<file path="src/rtl/ex_stage.sv">
// ---------------------------------------------------------------------------
// ex_stage -- execute pipeline stage between decode and memory.
//
// Accepts a decoded instruction over a valid/ready handshake, computes the
// result and holds it in the EX/MEM output register until the memory stage
// takes it. Single-cycle ops load the output register on the accepting edge.
// DIV, when the divider is built in, runs a DW-step restoring divider and
// holds decode off (in_ready low) until the quotient has been written.
// A 2-bit flag register (N, Z) is kept for the branch unit and only changes
// on accepted SUB / SUBI / CMP.
//
// Build option:
//   EX_DIV_EN  defined   -> iterative restoring divider with IDLE/ITER/DONE FSM
//              undefined -> no divider; DIV completes in one cycle with result 0
//                           and div_busy is tied low
//
// Parameters:
//   DW  operand / result width (also the number of divider iterations)
//   RW  destination register index width
//
// Ports:
//   clk, rst        clock, asynchronous active-high reset
//   flush           synchronous squash: drops out_valid, aborts a division
//   in_valid/ready  decode handshake
//   in_opcode       5-bit opcode
//   in_a, in_b      operands (in_b already carries the immediate for I-forms)
//   in_rd           destination register
//   out_valid/ready memory-stage handshake
//   out_result      registered result
//   out_rd          registered destination
//   out_opcode      registered opcode
//   flags           [1] = N (signed a < b), [0] = Z (a == b)
//   div_busy        divider is iterating or waiting to write its quotient
// ---------------------------------------------------------------------------
module ex_stage #(
    parameter int DW = 32,
    parameter int RW = 5
) (
    input  logic          clk,
    input  logic          rst,
    input  logic          flush,
    input  logic          in_valid,
    output logic          in_ready,
    input  logic [4:0]    in_opcode,
    input  logic [DW-1:0] in_a,
    input  logic [DW-1:0] in_b,
    input  logic [RW-1:0] in_rd,
    output logic          out_valid,
    input  logic          out_ready,
    output logic [DW-1:0] out_result,
    output logic [RW-1:0] out_rd,
    output logic [4:0]    out_opcode,
    output logic [1:0]    flags,
    output logic          div_busy
);

    localparam logic [4:0] OP_ADD  = 5'b00010;
    localparam logic [4:0] OP_ADDI = 5'b00011;
    localparam logic [4:0] OP_SUB  = 5'b00100;
    localparam logic [4:0] OP_SUBI = 5'b00101;
    localparam logic [4:0] OP_MUL  = 5'b00110;
    localparam logic [4:0] OP_DIV  = 5'b01000;
    localparam logic [4:0] OP_AND  = 5'b01010;
    localparam logic [4:0] OP_ANDI = 5'b01011;
    localparam logic [4:0] OP_OR   = 5'b01100;
    localparam logic [4:0] OP_ORI  = 5'b01101;
    localparam logic [4:0] OP_NOT  = 5'b01110;
    localparam logic [4:0] OP_XOR  = 5'b10000;
    localparam logic [4:0] OP_XORI = 5'b10001;
    localparam logic [4:0] OP_CMP  = 5'b10010;

    logic          out_valid_reg;
    logic [DW-1:0] out_result_reg;
    logic [RW-1:0] out_rd_reg;
    logic [4:0]    out_opcode_reg;
    logic [1:0]    flags_reg;

    logic          accept;
    logic          single_load;
    logic          is_flag_op;
    logic [DW-1:0] alu_result;

    // The output register can take a new value when it is empty or being
    // drained this cycle.
    assign in_ready = !div_busy && (!out_valid_reg || out_ready) && !flush;
    assign accept   = in_valid && in_ready;

    assign is_flag_op = (in_opcode == OP_SUB) || (in_opcode == OP_SUBI) ||
                        (in_opcode == OP_CMP);

    // ------------------------------------------------------------------
    // Single-cycle datapath
    // ------------------------------------------------------------------
    always_comb begin
        alu_result = in_b;
        case (in_opcode)
            OP_ADD, OP_ADDI:         alu_result = in_a + in_b;
            OP_SUB, OP_SUBI, OP_CMP: alu_result = in_a - in_b;
            OP_MUL:                  alu_result = in_a * in_b;
            OP_AND, OP_ANDI:         alu_result = in_a & in_b;
            OP_OR,  OP_ORI:          alu_result = in_a | in_b;
            OP_XOR, OP_XORI:         alu_result = in_a ^ in_b;
            OP_NOT:                  alu_result = ~in_a;
`ifndef EX_DIV_EN
            OP_DIV:                  alu_result = '0;
`endif
            default:                 alu_result = in_b;
        endcase
    end

`ifdef EX_DIV_EN
    // ------------------------------------------------------------------
    // Restoring divider: the dividend sits in quo_reg and is shifted out
    // MSB first into the partial remainder while quotient bits shift in.
    // A zero divisor never fails the trial subtraction, so the quotient
    // naturally comes out all-ones after the full iteration count.
    // ------------------------------------------------------------------
    localparam int CW = (DW > 1) ? $clog2(DW) : 1;

    typedef enum logic [1:0] {
        S_IDLE,
        S_ITER,
        S_DONE
    } div_state_t;

    div_state_t    state_reg, state_next;
    logic [CW-1:0] cnt_reg, cnt_next;
    logic [DW-1:0] rem_reg, rem_next;
    logic [DW-1:0] quo_reg, quo_next;
    logic [DW-1:0] dvs_reg, dvs_next;
    logic [RW-1:0] div_rd_reg, div_rd_next;
    logic          div_load;
    logic          is_div;

    logic [DW:0]   rem_shift;
    logic [DW-1:0] rem_diff;
    logic          rem_ge;

    assign is_div = (in_opcode == OP_DIV);

    assign rem_shift = {rem_reg, quo_reg[DW-1]};
    assign rem_ge    = (rem_shift >= {1'b0, dvs_reg});
    // When the trial succeeds the true difference is below the divisor,
    // so the low DW bits of the subtraction are exact.
    assign rem_diff  = rem_shift[DW-1:0] - dvs_reg;

    always_comb begin
        state_next  = state_reg;
        cnt_next    = cnt_reg;
        rem_next    = rem_reg;
        quo_next    = quo_reg;
        dvs_next    = dvs_reg;
        div_rd_next = div_rd_reg;
        div_load    = 1'b0;

        case (state_reg)
            S_IDLE: begin
                if (accept && is_div) begin
                    state_next  = S_ITER;
                    cnt_next    = CW'(DW - 1);
                    rem_next    = '0;
                    quo_next    = in_a;
                    dvs_next    = in_b;
                    div_rd_next = in_rd;
                end
            end
            S_ITER: begin
                if (rem_ge) begin
                    rem_next = rem_diff;
                    quo_next = {quo_reg[DW-2:0], 1'b1};
                end else begin
                    rem_next = rem_shift[DW-1:0];
                    quo_next = {quo_reg[DW-2:0], 1'b0};
                end
                if (cnt_reg == '0) begin
                    state_next = S_DONE;
                end else begin
                    cnt_next = cnt_reg - 1'b1;
                end
            end
            S_DONE: begin
                if (!out_valid_reg || out_ready) begin
                    div_load   = 1'b1;
                    state_next = S_IDLE;
                end
            end
            default: state_next = S_IDLE;
        endcase

        if (flush) begin
            state_next = S_IDLE;
            div_load   = 1'b0;
        end
    end

    always_ff @(posedge clk or posedge rst) begin
        if (rst) begin
            state_reg  <= S_IDLE;
            cnt_reg    <= '0;
            rem_reg    <= '0;
            quo_reg    <= '0;
            dvs_reg    <= '0;
            div_rd_reg <= '0;
        end else begin
            state_reg  <= state_next;
            cnt_reg    <= cnt_next;
            rem_reg    <= rem_next;
            quo_reg    <= quo_next;
            dvs_reg    <= dvs_next;
            div_rd_reg <= div_rd_next;
        end
    end

    assign div_busy    = (state_reg != S_IDLE);
    assign single_load = accept && !is_div;
`else
    assign div_busy    = 1'b0;
    assign single_load = accept;
`endif

    // ------------------------------------------------------------------
    // EX/MEM output register. A load in the same cycle as a consume simply
    // replaces the old result and keeps out_valid high.
    // ------------------------------------------------------------------
    always_ff @(posedge clk or posedge rst) begin
        if (rst) begin
            out_valid_reg  <= 1'b0;
            out_result_reg <= '0;
            out_rd_reg     <= '0;
            out_opcode_reg <= '0;
        end else if (flush) begin
            out_valid_reg  <= 1'b0;
        end else if (single_load) begin
            out_valid_reg  <= 1'b1;
            out_result_reg <= alu_result;
            out_rd_reg     <= in_rd;
            out_opcode_reg <= in_opcode;
`ifdef EX_DIV_EN
        end else if (div_load) begin
            out_valid_reg  <= 1'b1;
            out_result_reg <= quo_reg;
            out_rd_reg     <= div_rd_reg;
            out_opcode_reg <= OP_DIV;
`endif
        end else if (out_ready) begin
            out_valid_reg  <= 1'b0;
        end
    end

    // Flags track the most recent accepted compare-type op; flush does not
    // roll them back.
    always_ff @(posedge clk or posedge rst) begin
        if (rst) begin
            flags_reg <= 2'b00;
        end else if (accept && is_flag_op) begin
            flags_reg <= {$signed(in_a) < $signed(in_b), in_a == in_b};
        end
    end

    assign out_valid  = out_valid_reg;
    assign out_result = out_result_reg;
    assign out_rd     = out_rd_reg;
    assign out_opcode = out_opcode_reg;
    assign flags      = flags_reg;

endmodule

</file>
<file path="config.mk">
export PLATFORM = sky130hd
export DESIGN_NAME = ex_stage
export DESIGN_NICKNAME = d
export VERILOG_FILES = /design/src/rtl/ex_stage.sv
export SDC_FILE = /design/constraint.sdc
export NUM_CORES = 2
export LEC_CHECK = 0
export ABC_CLOCK_PERIOD_IN_PS = 1500
export CAP_MARGIN = 5
export CORE_MARGIN = 2
export CORE_UTILIZATION = 45
export CTS_CLUSTER_SIZE = 8
export DETAILED_ROUTE_END_ITERATION = 16
export PLACE_DENSITY = 0.73
export RECOVER_POWER = 100
export SLEW_MARGIN = 20
export SYNTH_ARGS = -nofsm -noshare
export SYNTH_HDL_FRONTEND = slang
export SYNTH_SLANG_ARGS = --single-unit
</file>
<file path="constraint.sdc">
create_clock -name clk -period 1.5 [get_ports clk]
set_input_delay 0.3 -clock clk [delete_from_list [all_inputs] [get_ports clk]]
set_output_delay 0.3 -clock clk [all_outputs]
set_load 0.005 [all_outputs]
</file>
==> impl_metrics.json <==
{
  "synth_warnings": 0,
  "num_vias": 24200,
  "rrSetupSlack_ps": -330,
  "drtAntennaViolNets": 0,
  "drcViolationCount": 0,
  "cts_tree": "built",
  "yosysMostFrequentCell": "inv_1",
  "routed_wl_um": 109000,
  "drive_gt1_frac": 0.364,
  "fillCellCount": 3801,
  "die-area_um2": 50800,
  "clkSlewWorstSetupHoldPaths_ps": 80,
  "syn_inst": 2709,
  "relSlewSlack": 0.472,
  "min_period_ps": 6690,
  "yosys-top-cells-area": "fa_1 37%, ha_1 12%, inv_1 7.9%",
  "cts_root_buffer": "clkbuf_16",
  "required_ps": 1700,
  "grt_overflow": 0,
  "multi_input_area_um2": 20800,
  "wl_per_cell_um": 26.8,
  "end_kind": "flip-flop",
  "grt_start_max_net_pins": 46,
  "synth-edff-count": 0,
  "placementRows": 81,
  "synth_fp_nets": 3417,
  "place_congestion": 1.10,
  "finalMaxSlewViolations": 0,
  "fp.dieH_um": 225,
  "tightest_slew_ps": 792,
  "yosysTopAreaCellShare": 0.372,
  "grt_pass1_wl_um": 162000,
  "cts_made_buffers": 5,
  "fin_worst_skew_ps": 12.2,
  "max_cap_violations": 0,
  "synthDistinctLibCells": 81,
  "fmax_mhz": 149,
  "post_drt_via_cell_ratio": 5.94,
  "layout.nets": 4166,
  "htreeDepth": 2,
  "finalWorstSetupSlack_ps": -5190,
  "clock_sinks": 45,
  "ys_top_cells_by_count": "465 x inv_1, 410 x fa_1, 394 x nor2_1",
  "fin_cells": 4082,
  "arrival_ps": 6890,
  "synth_compound_area_frac": 0.149,
  "io_pins": 126,
  "place_hpwl_um": 87200,
  "gr-usage-all-layers": 0.437,
  "critPathLaunchType": "input port",
  "start_util": 0.453,
  "synth_area_um2": 22000,
  "cts_buffer_depth": 2,
  "place_inst": 3928,
  "min_path_type": "input port to flip-flop",
  "avgSynthCellArea_um2": 8.14,
  "firstDrtPassIters": 6,
  "finalCritPeriodShare": 4.46,
  "die_w_um": 225,
  "synth_fa_ha_area_frac": 0.497,
  "yosysTopAreaCell": "fa_1",
  "area_growth_pct": 50.0,
  "synth_flop_cell": "dfrtp_1",
  "synthArstFlopShare": 1.00,
  "drtIter0Drc": 2866,
  "ctsHoldBuffers": 0,
  "synthMuxAreaShare": 0.00607,
  "clock_insertion_delay_worst_skew_ps": 330,
  "critical_path_class": "input port to flip-flop",
  "violations": "negative setup slack",
  "grt_pass1_vias": 26100,
  "yosysSeqAreaShare": 0.0511,
  "seq_area_um2": 1130,
  "synth_top_family_by_area": "adder cells",
  "port_buffers": 124,
  "setup_violations": 43,
  "rsz0062_at_grt": "yes",
  "coreArea_um2": 48600,
  "hold_violations": 0,
  "status": "finished, violations left",
  "crit_path_max_fanout": 4,
  "synthSimpleGateAreaFrac": 0.156,
  "largest_reg_flops": 32,
  "synth-seq-cells": 45,
  "antenna_found_initial": 3,
  "synth-xor-area-share": 0.0336
}
[stage by stage]
stage | TNS, ps | hold WS, ps | cell area (um2) | util | setup WS [ps]
floorplan | -122390 | 366 | 23200 | - | -5000
global placement | -161720 | 459 | 29200 | 0.600 | -6070
detailed placement | -165860 | 468 | 29200 | 0.600 | -6200
CTS | -129340 | 370 | 32300 | 0.664 | -5080
global route | -137860 | 297 | 33100 | 0.680 | -5340
finish | -132900 | 283 | 33100 | 0.680 | -5190
[timing repair]
action | 4_1_cts | 5_1_grt
hold endpoints to repair | 0 | 0
cloned | 2 | 1
endpoints found under the setup margin | 78 | 54
resized for setup | 774 | 156
setup buffers | 127 | 32
pin swaps | 231 | 88
[per-layer routing]
metal / GRT usage / share of wire
met4: 0.304 / 0.091
met3: 0.108 / 0.12
met1: 0.543 / 0.36
met5: 0 / 0.00026
met2: 0.669 / 0.43
[final cells by class]
class                           count  area share
Clock inverter                      3     0.00144
Timing Repair Buffer              890       0.246
Clock buffer                        5     0.00378
Inverter                          483      0.0625
Tap cell                          622      0.0235
Sequential cell                    45      0.0342
Antenna cell                        1   0.0000757
Multi-Input combinational cell   2033       0.628
[final timing paths]
kind | start | to | depth (start not counted)
hold reg to reg | out_rd[1] | out_rd[1] | 2
min in group asynchronous | rst | out_result[11] | 3
hold / removal | in_opcode[1] | out_opcode[1] | 3
setup reg to reg | out_valid | out_result[25] | 8
max in group asynchronous | rst | out_result[29] | 3
setup / recovery | in_a[15] | out_result[30] | 25
[placed cells by master, fill, tap and decap left out, drive strengths merged, types with 16 or more instances in the layout]
cell type,count
dfrtp,45
clkinv,16
inv,466
o221ai,26
nor2,394
o211ai,17
a21o,20
buf,798
dlygate4sd2,41
clkdlybuf4s50,24
a221oi,33
fa,410
o21ai,91
nor3,31
o21a,19
xnor2,62
xor2,20
a21oi,118
o21bai,16
a211oi,16
ha,219
nand2,302
o22ai,16
[worst max-delay path, stage by stage]
cell and delay, ps:
buf_8 110, inv_8 60, buf_8 130, buf_12 110, nor2_4 40, fa_2 400
fa_1 510, fa_1 570, inv_2 60, fa_1 510, inv_2 40, fa_1 550
fa_1 440, fa_1 510, fa_1 560, ha_4 210, a21o_1 190, a21o_1 180
a21oi_2 140, nor3b_4 290, a21oi_4 150, o21a_1 240, o21ai_2 180, mux2i_1 280
a31oi_1 120
[logic make-up (layout without fill, tap and decap cells)]
logic type	count (synthesis)	after routing
xor gates and xnor gates	83	83
DFF	45	45
AOI/OAI and AO/OA	479	479
and+or+nand+nor	828	828
buffers and inverters	631	1381
other	1	2
adders and majority gates	629	629
muxes	13	13
Power is not shown: default switching activity piles up to over one toggle a cycle in this logic, so the estimate is an artifact.
